$ cat config.mk
export PLATFORM = sky130hd
export DESIGN_NAME = scandoubler_divider_ctrl
export DESIGN_NICKNAME = d
export VERILOG_FILES = /design/src/rtl/scandoubler_pkg.sv /design/src/rtl/scandoubler_divider_ctrl_search.sv /design/src/rtl/scandoubler_divider_ctrl.sv
export SDC_FILE = /design/constraint.sdc
export NUM_CORES = 1
export LEC_CHECK = 0
export ABC_AREA = 1
export BUFFER_PORTS_ARGS = -buffer_cell sky130_fd_sc_hd__buf_2
export CAP_MARGIN = 5
export CELL_PAD_IN_SITES_DETAIL_PLACEMENT = 0
export CELL_PAD_IN_SITES_GLOBAL_PLACEMENT = 2
export CORE_ASPECT_RATIO = 0.8
export CORE_MARGIN = 2
export CORE_UTILIZATION = 32
export DETAILED_ROUTE_END_ITERATION = 16
export PLACE_DENSITY_LB_ADDON = 0.08
export SLEW_MARGIN = 20
export SYNTH_ARGS = -nofsm -noshare
export SYNTH_HDL_FRONTEND = slang
export SYNTH_SLANG_ARGS = --single-unit
$ cat constraint.sdc
create_clock -name clk_sys -period 2.4 [get_ports clk_sys]
set_input_delay 0.48 -clock clk_sys [delete_from_list [all_inputs] [get_ports clk_sys]]
set_output_delay 0.48 -clock clk_sys [all_outputs]
set_load 0.03 [all_outputs]
$ cat src/rtl/scandoubler_pkg.sv
// Shared types and constants for the scandoubler divider controller.
package scandoubler_pkg;

  localparam int DIV_W   = 4;
  localparam int DEF_DIV = 3;

  typedef enum logic [2:0] {
    NOSIG,
    MEASURE,
    SEARCH,
    APPLY,
    LOCKED
  } state_t;

endpackage

$ cat src/rtl/scandoubler_divider_ctrl_search.sv
// Iterative divider search: finds the smallest d in [MIN_DIV, MAX_DIV] with LINE_PIXELS_MAX*(d+1) > ps.
// One candidate per cycle; done is a combinational strobe while d_out holds the result.
module sd_div_search #(
  parameter int PW              = 13,
  parameter int LINE_PIXELS_MAX = 512,
  parameter int MIN_DIV         = 1,
  parameter int MAX_DIV         = 15
) (
  input  logic          clk,
  input  logic          rst,
  input  logic          start,
  input  logic          abort,
  input  logic [PW-1:0] ps,
  output logic          done,
  output logic [3:0]    d_out
);

  localparam int AW = PW + 5;

  logic          busy;
  logic [3:0]    d;
  logic [AW-1:0] acc;
  logic [AW-1:0] ps_q;

  assign done  = busy && ((acc > ps_q) || (d == 4'(MAX_DIV)));
  assign d_out = d;

  // NOTE: state registers take non-blocking assignments so every flop samples pre-edge values.
  always_ff @(posedge clk or posedge rst) begin
    if (rst) begin
      busy <= 1'b0;
      d    <= 4'(MIN_DIV);
      acc  <= '0;
      ps_q <= '0;
    end else if (start) begin
      busy <= 1'b1;
      d    <= 4'(MIN_DIV);
      acc  <= AW'(LINE_PIXELS_MAX * (MIN_DIV + 1));
      ps_q <= AW'(ps);
    end else if (abort || done) begin
      busy <= 1'b0;
    end else if (busy) begin
      d   <= d + 4'd1;
      acc <= acc + AW'(LINE_PIXELS_MAX);
    end
  end

endmodule

$ cat src/rtl/scandoubler_divider_ctrl.sv
// Automatic ce_divider selection for scandoubler_framing from the measured hsync period.
// Build option SD_DIVCTRL_VB_GATE_EN: divider changes only land on hsync edges during vblank.
module scandoubler_divider_ctrl #(
  parameter int HSCNT_WIDTH     = 12,
  parameter int LINE_PIXELS_MAX = 512,
  parameter int MIN_DIV         = 1,
  parameter int MAX_DIV         = 15,
  parameter int DEF_DIV         = scandoubler_pkg::DEF_DIV,
  parameter int MIN_LINE        = 32,
  parameter int TOL             = 4,
  parameter int STABLE_LINES    = 4
) (
  input  logic                                 clk_sys,
  input  logic                                 reset,
  input  logic                                 hs_in,
  input  logic                                 vb_in,
  output logic [scandoubler_pkg::DIV_W-1:0]    ce_divider,
  output logic                                 locked,
  output logic                                 no_signal,
  output logic [HSCNT_WIDTH:0]                 line_len,
  output logic                                 div_changed
);

  import scandoubler_pkg::*;

  localparam int CW = HSCNT_WIDTH + 1;
  localparam int SW = $clog2(STABLE_LINES + 1);
  localparam logic [CW-1:0] CNT_MAX = '1;

  state_t        state;
  logic          hs_d;
  logic          hs_edge;
  logic [CW-1:0] cnt;
  logic [CW-1:0] p_last;
  logic [CW-1:0] diff;
  logic [SW-1:0] stable_cnt;
  logic [SW-1:0] stable_nxt;
  logic [3:0]    pending;
  logic          edge_ok;
  logic          timeout;
  logic          qualify;
  logic          start;
  logic          done;
  logic [3:0]    d_found;

  assign hs_edge = hs_d & ~hs_in;
  assign timeout = !hs_edge && (cnt == CNT_MAX);
  assign diff    = (cnt > p_last) ? cnt - p_last : p_last - cnt;
  assign edge_ok = (cnt >= CW'(MIN_LINE)) && (diff <= CW'(TOL));

`ifdef SD_DIVCTRL_VB_GATE_EN
  assign qualify = vb_in;
`else
  logic unused_vb;
  assign unused_vb = vb_in;
  assign qualify   = 1'b1;
`endif

  // NOTE: default first, so every path assigns stable_nxt and no latch is inferred.
  always_comb begin
    stable_nxt = stable_cnt;
    if (cnt < CW'(MIN_LINE)) begin
      stable_nxt = '0;
    end else if (diff <= CW'(TOL)) begin
      if (stable_cnt != SW'(STABLE_LINES)) stable_nxt = stable_cnt + SW'(1);
    end else begin
      stable_nxt = SW'(1);
    end
  end

  assign start = hs_edge && (state == MEASURE) && (stable_nxt == SW'(STABLE_LINES));

  sd_div_search #(
    .PW              (CW),
    .LINE_PIXELS_MAX (LINE_PIXELS_MAX),
    .MIN_DIV         (MIN_DIV),
    .MAX_DIV         (MAX_DIV)
  ) u_search (
    .clk   (clk_sys),
    .rst   (reset),
    .start (start),
    .abort (state != SEARCH),
    .ps    (cnt),
    .done  (done),
    .d_out (d_found)
  );

  always_ff @(posedge clk_sys or posedge reset) begin
    if (reset) begin
      state       <= NOSIG;
      hs_d        <= 1'b0;
      cnt         <= '0;
      p_last      <= '0;
      stable_cnt  <= '0;
      pending     <= 4'(DEF_DIV);
      ce_divider  <= 4'(DEF_DIV);
      locked      <= 1'b0;
      no_signal   <= 1'b1;
      line_len    <= '0;
      div_changed <= 1'b0;
    end else begin
      hs_d        <= hs_in;
      div_changed <= 1'b0;
      if (hs_edge) cnt <= CW'(1);
      else if (cnt != CNT_MAX) cnt <= cnt + CW'(1);

      if (hs_edge) begin
        line_len <= cnt;
        p_last   <= cnt;
        if (state == NOSIG) begin
          // The first period after loss of signal has no valid predecessor to compare against.
          state     <= MEASURE;
          no_signal <= 1'b0;
        end else begin
          stable_cnt <= stable_nxt;
          if (!edge_ok && state != MEASURE) begin
            state  <= MEASURE;
            locked <= 1'b0;
          end else if (start) begin
            state <= SEARCH;
          end else if (state == APPLY && qualify) begin
            ce_divider  <= pending;
            div_changed <= 1'b1;
            state       <= LOCKED;
            locked      <= 1'b1;
          end
        end
      end else if (timeout) begin
        state      <= NOSIG;
        locked     <= 1'b0;
        no_signal  <= 1'b1;
        stable_cnt <= '0;
      end

      if (state == SEARCH && done && !timeout && !(hs_edge && !edge_ok)) begin
        if (d_found == ce_divider) begin
          state  <= LOCKED;
          locked <= 1'b1;
        end else begin
          pending <= d_found;
          state   <= APPLY;
        end
      end
    end
  end

endmodule

* Yosys cells after proc, flatten, opt, wreduce, memory -nomap -nowiden
Index checks and enable logic that the tools add are counted.
Word-level totals: output and inout bits 20, bits of input ports 4, logic and storage cells 114, flip-flop bits (word level) 80
Cells by class: equal/unequal tests 15, multiplexer cells 40, bitwise gates (word level) 6, $add $sub $neg 6, magnitude comparators 5, reductions and logical operators 28
Operators by type and width (number):
- 18-bit two-way mux | 3
- 13-bit two-way mux | 3
- 3-bit two-way mux | 13
- 13-bit subtractor | 2
- 18-bit by 10-bit adder with 18-bit output (second input constant) | 1
- 18-bit by 13-bit > comparator with 1-bit output | 1
- 1-bit two-way mux | 18
- 13-bit by 1-bit adder with 13-bit output (second input constant) | 1
- 13-bit == test (second input constant) | 1
- 13-bit by 6-bit >= comparator with 1-bit output (second input constant) | 1
- 13-bit > comparator | 1
- 13-bit by 3-bit <= comparator with 1-bit output (second input constant) | 1
- 13-bit by 6-bit less-than comparator with 1-bit output (second input constant) | 1
- 13-bit != test (second input constant) | 1
- 4-bit two-way mux | 3
- 1-bit logical AND | 10
- 2-bit AND reduction | 5
- 2-bit nonzero test | 4
- 3-bit by 2-bit == test with 1-bit output (second input constant) | 2
- 6-bit by 1-bit != test with 1-bit output (second input constant) | 1
- 1-bit NOT | 5
- 5-bit AND reduction | 1
- 4-bit by 1-bit adder with 4-bit output (second input constant) | 1
- 4-bit == test | 1
- other kinds (14) | 19

* Longest topological paths before layout
word-level depth 13, gate-level depth with buffers 25, gate-level depth less buffers 24

* Modules after synthesis
A second synthesis with hierarchy kept.
Second synthesis, totals: cells, all modules 735, area, all modules 5106.1 µm²
Modules (own cells, without submodules):
- scandoubler_divider_ctrl | cells each 566, times used 1, sequential area each 1107.3 µm², area each 3696.0 µm²
- sd_div_search | cells each 169, times used 1, sequential area each 676.9 µm², area each 1410.1 µm²

* Worst setup path before layout
Ideal clock, no wire load.
kind reg2reg, from reg p_last[5], to reg pending[2], library setup time 0.128 ns, data required time 2.272 ns, setup slack -0.255 ns, buffers on the path 0, cell stages (with the launch flop) 18, arrival time 2.527 ns, period minus slack after synthesis 2.655 ns, path through dfrtp_1 -> inv_1 -> ha_1 -> a21oi_1 -> nor2_1 -> nor2_1 -> nand2_1 -> nand2_1 -> nand2_1 -> nand2_1 -> nand2_1 -> nor2_1 -> nand2_1 -> nand2_2 -> nand3_2 -> nand2_2 -> nand3_2 -> mux2_1
On the way: longest elaborated chain between the ends 9, elaborated cells on any way between the ends 11, classes of those cells add/sub: 2; order compare: 2; mux: 1; reduce/logical: 6
Ends and longest elaborated chain:
- start: declaration | RTL line scandoubler_divider_ctrl.sv:34 | logic [CW-1:0] p_last;
- start signal: assignment | RTL line scandoubler_divider_ctrl.sv:109 | p_last <= cnt;
- 13-bit subtractor or 13-bit > comparator (tied branches) | RTL line scandoubler_divider_ctrl.sv:48 | assign diff = (cnt > p_last) ? cnt - p_last : p_last - cnt;
- 13-bit two-way mux * | RTL line scandoubler_divider_ctrl.sv:48
- 13-bit by 3-bit <= comparator with 1-bit output * | RTL line scandoubler_divider_ctrl.sv:49 | assign edge_ok = (cnt >= CW'(MIN_LINE)) && (diff <= CW'(TOL));
- 1-bit logical AND * | RTL line scandoubler_divider_ctrl.sv:49
- 1-bit zero test * | RTL line scandoubler_divider_ctrl.sv:135 | if (state == SEARCH && done && !timeout && !(hs_edge && !edge_ok)) begin
- 1-bit logical AND * | RTL line scandoubler_divider_ctrl.sv:135
- 1-bit zero test * | RTL line scandoubler_divider_ctrl.sv:135
- 1-bit logical AND * | RTL line scandoubler_divider_ctrl.sv:135
- 2-bit AND reduction (no line) *
- end signal: assignment | RTL line scandoubler_divider_ctrl.sv:95 | pending <= 4'(DEF_DIV);
- end signal: assignment | RTL line scandoubler_divider_ctrl.sv:140 | pending <= d_found;
- end: declaration | RTL line scandoubler_divider_ctrl.sv:38 | logic [3:0] pending;
Mark *: on every way between the ends. The rest lies on a longest branch, timed or not. A chain may end at the register's enable or synchronous reset.

* Worst setup path after layout
from reg p_last[0], to reg state[2]
On the way: longest elaborated chain between the ends 12, elaborated cells on any way between the ends 23, classes of those cells add/sub: 2; order compare: 2; eq/ne: 2; mux: 8; reduce/logical: 9
Ends and longest elaborated chain:
- 13-bit subtractor or 13-bit > comparator (tied branches) | RTL line scandoubler_divider_ctrl.sv:48
- 13-bit two-way mux * | RTL line scandoubler_divider_ctrl.sv:48
- 13-bit by 3-bit <= comparator with 1-bit output * | RTL line scandoubler_divider_ctrl.sv:49, scandoubler_divider_ctrl.sv:64
- 3-bit two-way mux | RTL line scandoubler_divider_ctrl.sv:64 | end else if (diff <= CW'(TOL)) begin
- 3-bit two-way mux | RTL line scandoubler_divider_ctrl.sv:62 | if (cnt < CW'(MIN_LINE)) begin
- 3-bit == test | RTL line scandoubler_divider_ctrl.sv:71 | assign start = hs_edge && (state == MEASURE) && (stable_nxt == SW'(STABLE_LINES));
- 1-bit logical AND | RTL line scandoubler_divider_ctrl.sv:71
- 3-bit two-way mux | RTL line scandoubler_divider_ctrl.sv:119 | end else if (start) begin
- 3-bit two-way mux | RTL line scandoubler_divider_ctrl.sv:116 | if (!edge_ok && state != MEASURE) begin
- 3-bit two-way mux | RTL line scandoubler_divider_ctrl.sv:110 | if (state == NOSIG) begin
- 3-bit two-way mux | RTL line scandoubler_divider_ctrl.sv:107 | if (hs_edge) begin
- 3-bit two-way mux | RTL line scandoubler_divider_ctrl.sv:135
- end signal: assignment | RTL line scandoubler_divider_ctrl.sv:112 | state <= MEASURE;
- end signal: assignment | RTL line scandoubler_divider_ctrl.sv:117 | state <= MEASURE;
- end signal: assignment | RTL line scandoubler_divider_ctrl.sv:137 | state <= LOCKED;
- end: declaration | RTL line scandoubler_divider_ctrl.sv:30 | state_t state;
Marked as above.

==> flow_summary.ini <==
[cts]
clkTransAtPathRegs_ns = 0.06
h-tree-depth = 3
clk_path_buf_depth = 2
hold_buffers = 0
tritoncts = yes
numCtsBuffers = 9
clkSinkCount = 71
clk_latency_ns = 0.33
cts_root_buf = clkbuf_16

[layout]
antennaDiodeCount = 0
post-route-cell-area_sq_mm = 0.00695
fill_cells = 1529
ff_latch_area_sq_mm = 0.00181
drive_above_1_share_pct = 39.1
nets = 863
multiInputGateArea_sq_mm = 0.00311
syn2layout_area_growth_pct = 44.1
final_util_pct = 46.8

[drt]
drt-vias-per-instance = 4.69
dr.first_iter.drc_count = 287
wirelength_mm = 14.7
ant_nets = 0
post_drt_wl_per_cell_microns = 14.5
drc = 0
vias = 4772
firstDrtPassIters = 5

[synth]
synth_flop_cell = dfrtp_1
synth_seq_cells = 71
synthCells = 683
synth_cell_types = 36
synth.area.mux_share_pct = 0.701
synth_fa_ha_area_share_pct = 9.08
syn-num-nets = 722
synth_compound_area_share_pct = 9.24
synth_top_family_by_area = simple AND/OR/NAND/NOR gates
async_reset_ff_share_pct = 100
synth-xor-area-share_pct = 2.00
synth-simple-area-share_pct = 31.3
ys_warn_count = 0
ys_seq_area_share_pct = 37.0
synth_edf_count = 0
avgSynthCellArea_sq_um = 7.06
syn_area_sq_mm = 0.00482

[worst_setup_path]
endpoint = state[2]$_DFFE_PP0P_
rr_startpoint = p_last[0]$_DFFE_PP0P_
r2r_slack_ns = -0.29
crit_type = reg -> reg
worstPathArrival_ns = 2.96
worstPathCellList = inv_1 -> ha_1 -> inv_2 -> nand2_1 -> nand2_2 -> buf_4 -> nand2_1 -> nand2_1 -> nand2_1 -> nand2_2 -> nand3_1 -> nor3_2 -> nand2_1 -> nand2_4 -> nand3_4 -> nand2_4 -> nand2_2 -> or2_1 -> nand2_1 -> nand3_2 -> nand2_1
slowest_delay_ns = 0.41
crit_slowest_cell = dfrtp_1
cp-start-kind = flip-flop
cp.required_ns = 2.67
rr_endpoint = state[2]$_DFFE_PP0P_
startpoint = p_last[0]$_DFFE_PP0P_
crit_path_frequent_cell = nand2_1
endpoint_kind = flip-flop
critPathMaxFanout = 4
reg2reg_depth = 21

[grt]
grt_pass1_wl_mm = 23.8
grt_pass1_vias = 4536
grt.total_usage_pct = 18.8
antenna_found_initial = 1
grt_overflow = 0
grt_max_degree = 42

[status]
status = finished, violations left
violations = setup timing

[die]
start_util_pct = 32.4
die_h_microns = 114
die_area_sq_mm = 0.0161
coreArea_sq_mm = 0.0149
rows = 40
io_pins = 24
dieWidth_microns = 141

[power_and_ir_drop]
ir_drop_uv = 600
design_power_total_uw = 6500
powerDensity_mw_per_mm2 = 936
p_leak_uw = 0.00348

[sta]
period_share_pct = 112
setup_viol = 40
hold_viol = 0
fin_ws_ns = -0.293
holdWs_ns = 0.187
drv_slew = 0
post-route-min-period_ns = 2.69
rsz0062_at_grt = yes
finalClockSkew_ns = 0.00942
worst_pin_slew_ns = 0.483
fmax_mhz = 371
slew_headroom_pct = 67.5

[placement]
dpl.hpwl_mm = 11.6
place_ws_ns = -0.422
gp_congestion = 0.853
placed_cell_area_sq_mm = 0.00600
numPortBuffers = 22

[flow_run]
max_cap_violations = 0

[worst_hold_path]
hp-class = in -> async
logic make-up after synthesis:
logic type	Yosys count
and+or+nand+nor	346
buffers and inverters	133
AOI/OAI and AO/OA	84
DFF	71
adders and majority gates	35
xor gates and xnor gates	11
muxes	3
worst min path at each step:
stage	slack, ns	endpoint	cells past startpoint
after floorplan	0.44	ce_divider[0]$_DFFE_PP1P_	2
after CTS	0.19	cnt[0]$_DFFE_PP0N_	3
after global routing	0.20	u_search.ps_q[0]$_DFFE_PP0P_	3
final	0.19	u_search.ps_q[0]$_DFFE_PP0P_	3
after global placement	0.45	ce_divider[0]$_DFFE_PP1P_	2
after detailed placement	0.46	ce_divider[0]$_DFFE_PP1P_	2
per-layer routing:
layer | part of all wire [%] | global-route usage (%) | wire (microns) | vias up
met5 | 0 | 0 | 0 | -
met4 | 0.94 | 2.60 | 138 | 0
met3 | 4.5 | 2.90 | 660 | 11
met2 | 39 | 25.0 | 5810 | 95
met1 | 55 | 31.7 | 8100 | 2219
li1 | - | - | - | 2447
per-stage QoR:
stage | setup TNS, ns | instances
3_3_place_gp | -15.57 | 978
3_5_place_dp | -15.83 | 978
4_1_cts | -10.74 | 1008
2_1_floorplan | -1.44 | 683
5_1_grt | -16.61 | 1018
6_report | -9.50 | 1018
repair_timing:
item                       CTS  global route
buffers inserted            15            10
setup endpoints to repair   44            48
resized for setup           67            81
pin swaps                   31            28
layout make-up:
class	instances	area share [%]
Multi-Input combinational cell	479	44.7
Sequential cell	71	26.0
Timing Repair Buffer	140	15.0
Inverter	123	6.82
Clock buffer	11	3.64
Tap cell	189	3.40
Clock inverter	5	0.468
where the power goes:
group	switching (uW)	total (uW)	internal, uW
Combinational	2410	3900	1500
Sequential	74.3	1350	1270
Clock	505	1260	752
flip-flops by register name (all words and copies together), names as in the netlist:
register	flops
ce_divider	4
cnt	13
stable_cnt	3
no_signal	1
u_search.d_out	4
hs_d	1
u_search.ps_q	13
div_changed	1
pending	4
u_search.busy	1
state	3
locked	1
u_search.acc	9
p_last	13
worst max-delay path, delay by kind of cell (launching register included):
| family | cells | cell delay (ns) |
|---|---|---|
| and+or+nand+nor | 17 | 1.70 |
| DFF | 1 | 0.41 |
| buffers and inverters | 3 | 0.30 |
| adders and majority gates | 1 | 0.21 |
cells in the mapped netlist (4+ instances only):
cell | number | area (sq um)
ha_1 | 35 | 438
nand4_1 | 17 | 106
xnor2_1 | 5 | 43.8
nor2_2 | 6 | 37.5
o21ai_0 | 34 | 170
nor4_1 | 5 | 31.3
dfstp_2 | 6 | 158
a21oi_1 | 27 | 135
dfrtp_1 | 65 | 1630
nor2_1 | 39 | 146
o21ai_1 | 15 | 75.1
nand2_1 | 212 | 796
nor3_1 | 9 | 45.0
nand2_2 | 5 | 31.3
nand3_1 | 41 | 205
inv_2 | 6 | 22.5
nand3_2 | 4 | 40.0
xor2_1 | 6 | 52.6
inv_1 | 117 | 439
layout by cell type (no fill, tap or decap), types with 22 or more instances in the layout:
master,instances
nand2_1,168
buf_4,111
inv_1,97
dfrtp_1,47
nand2_2,39
nand3_1,31
o21ai_0,29
nor2_1,28
inv_2,23
buf_2,22
No activity file was read; power rests on OpenSTA's default activity.
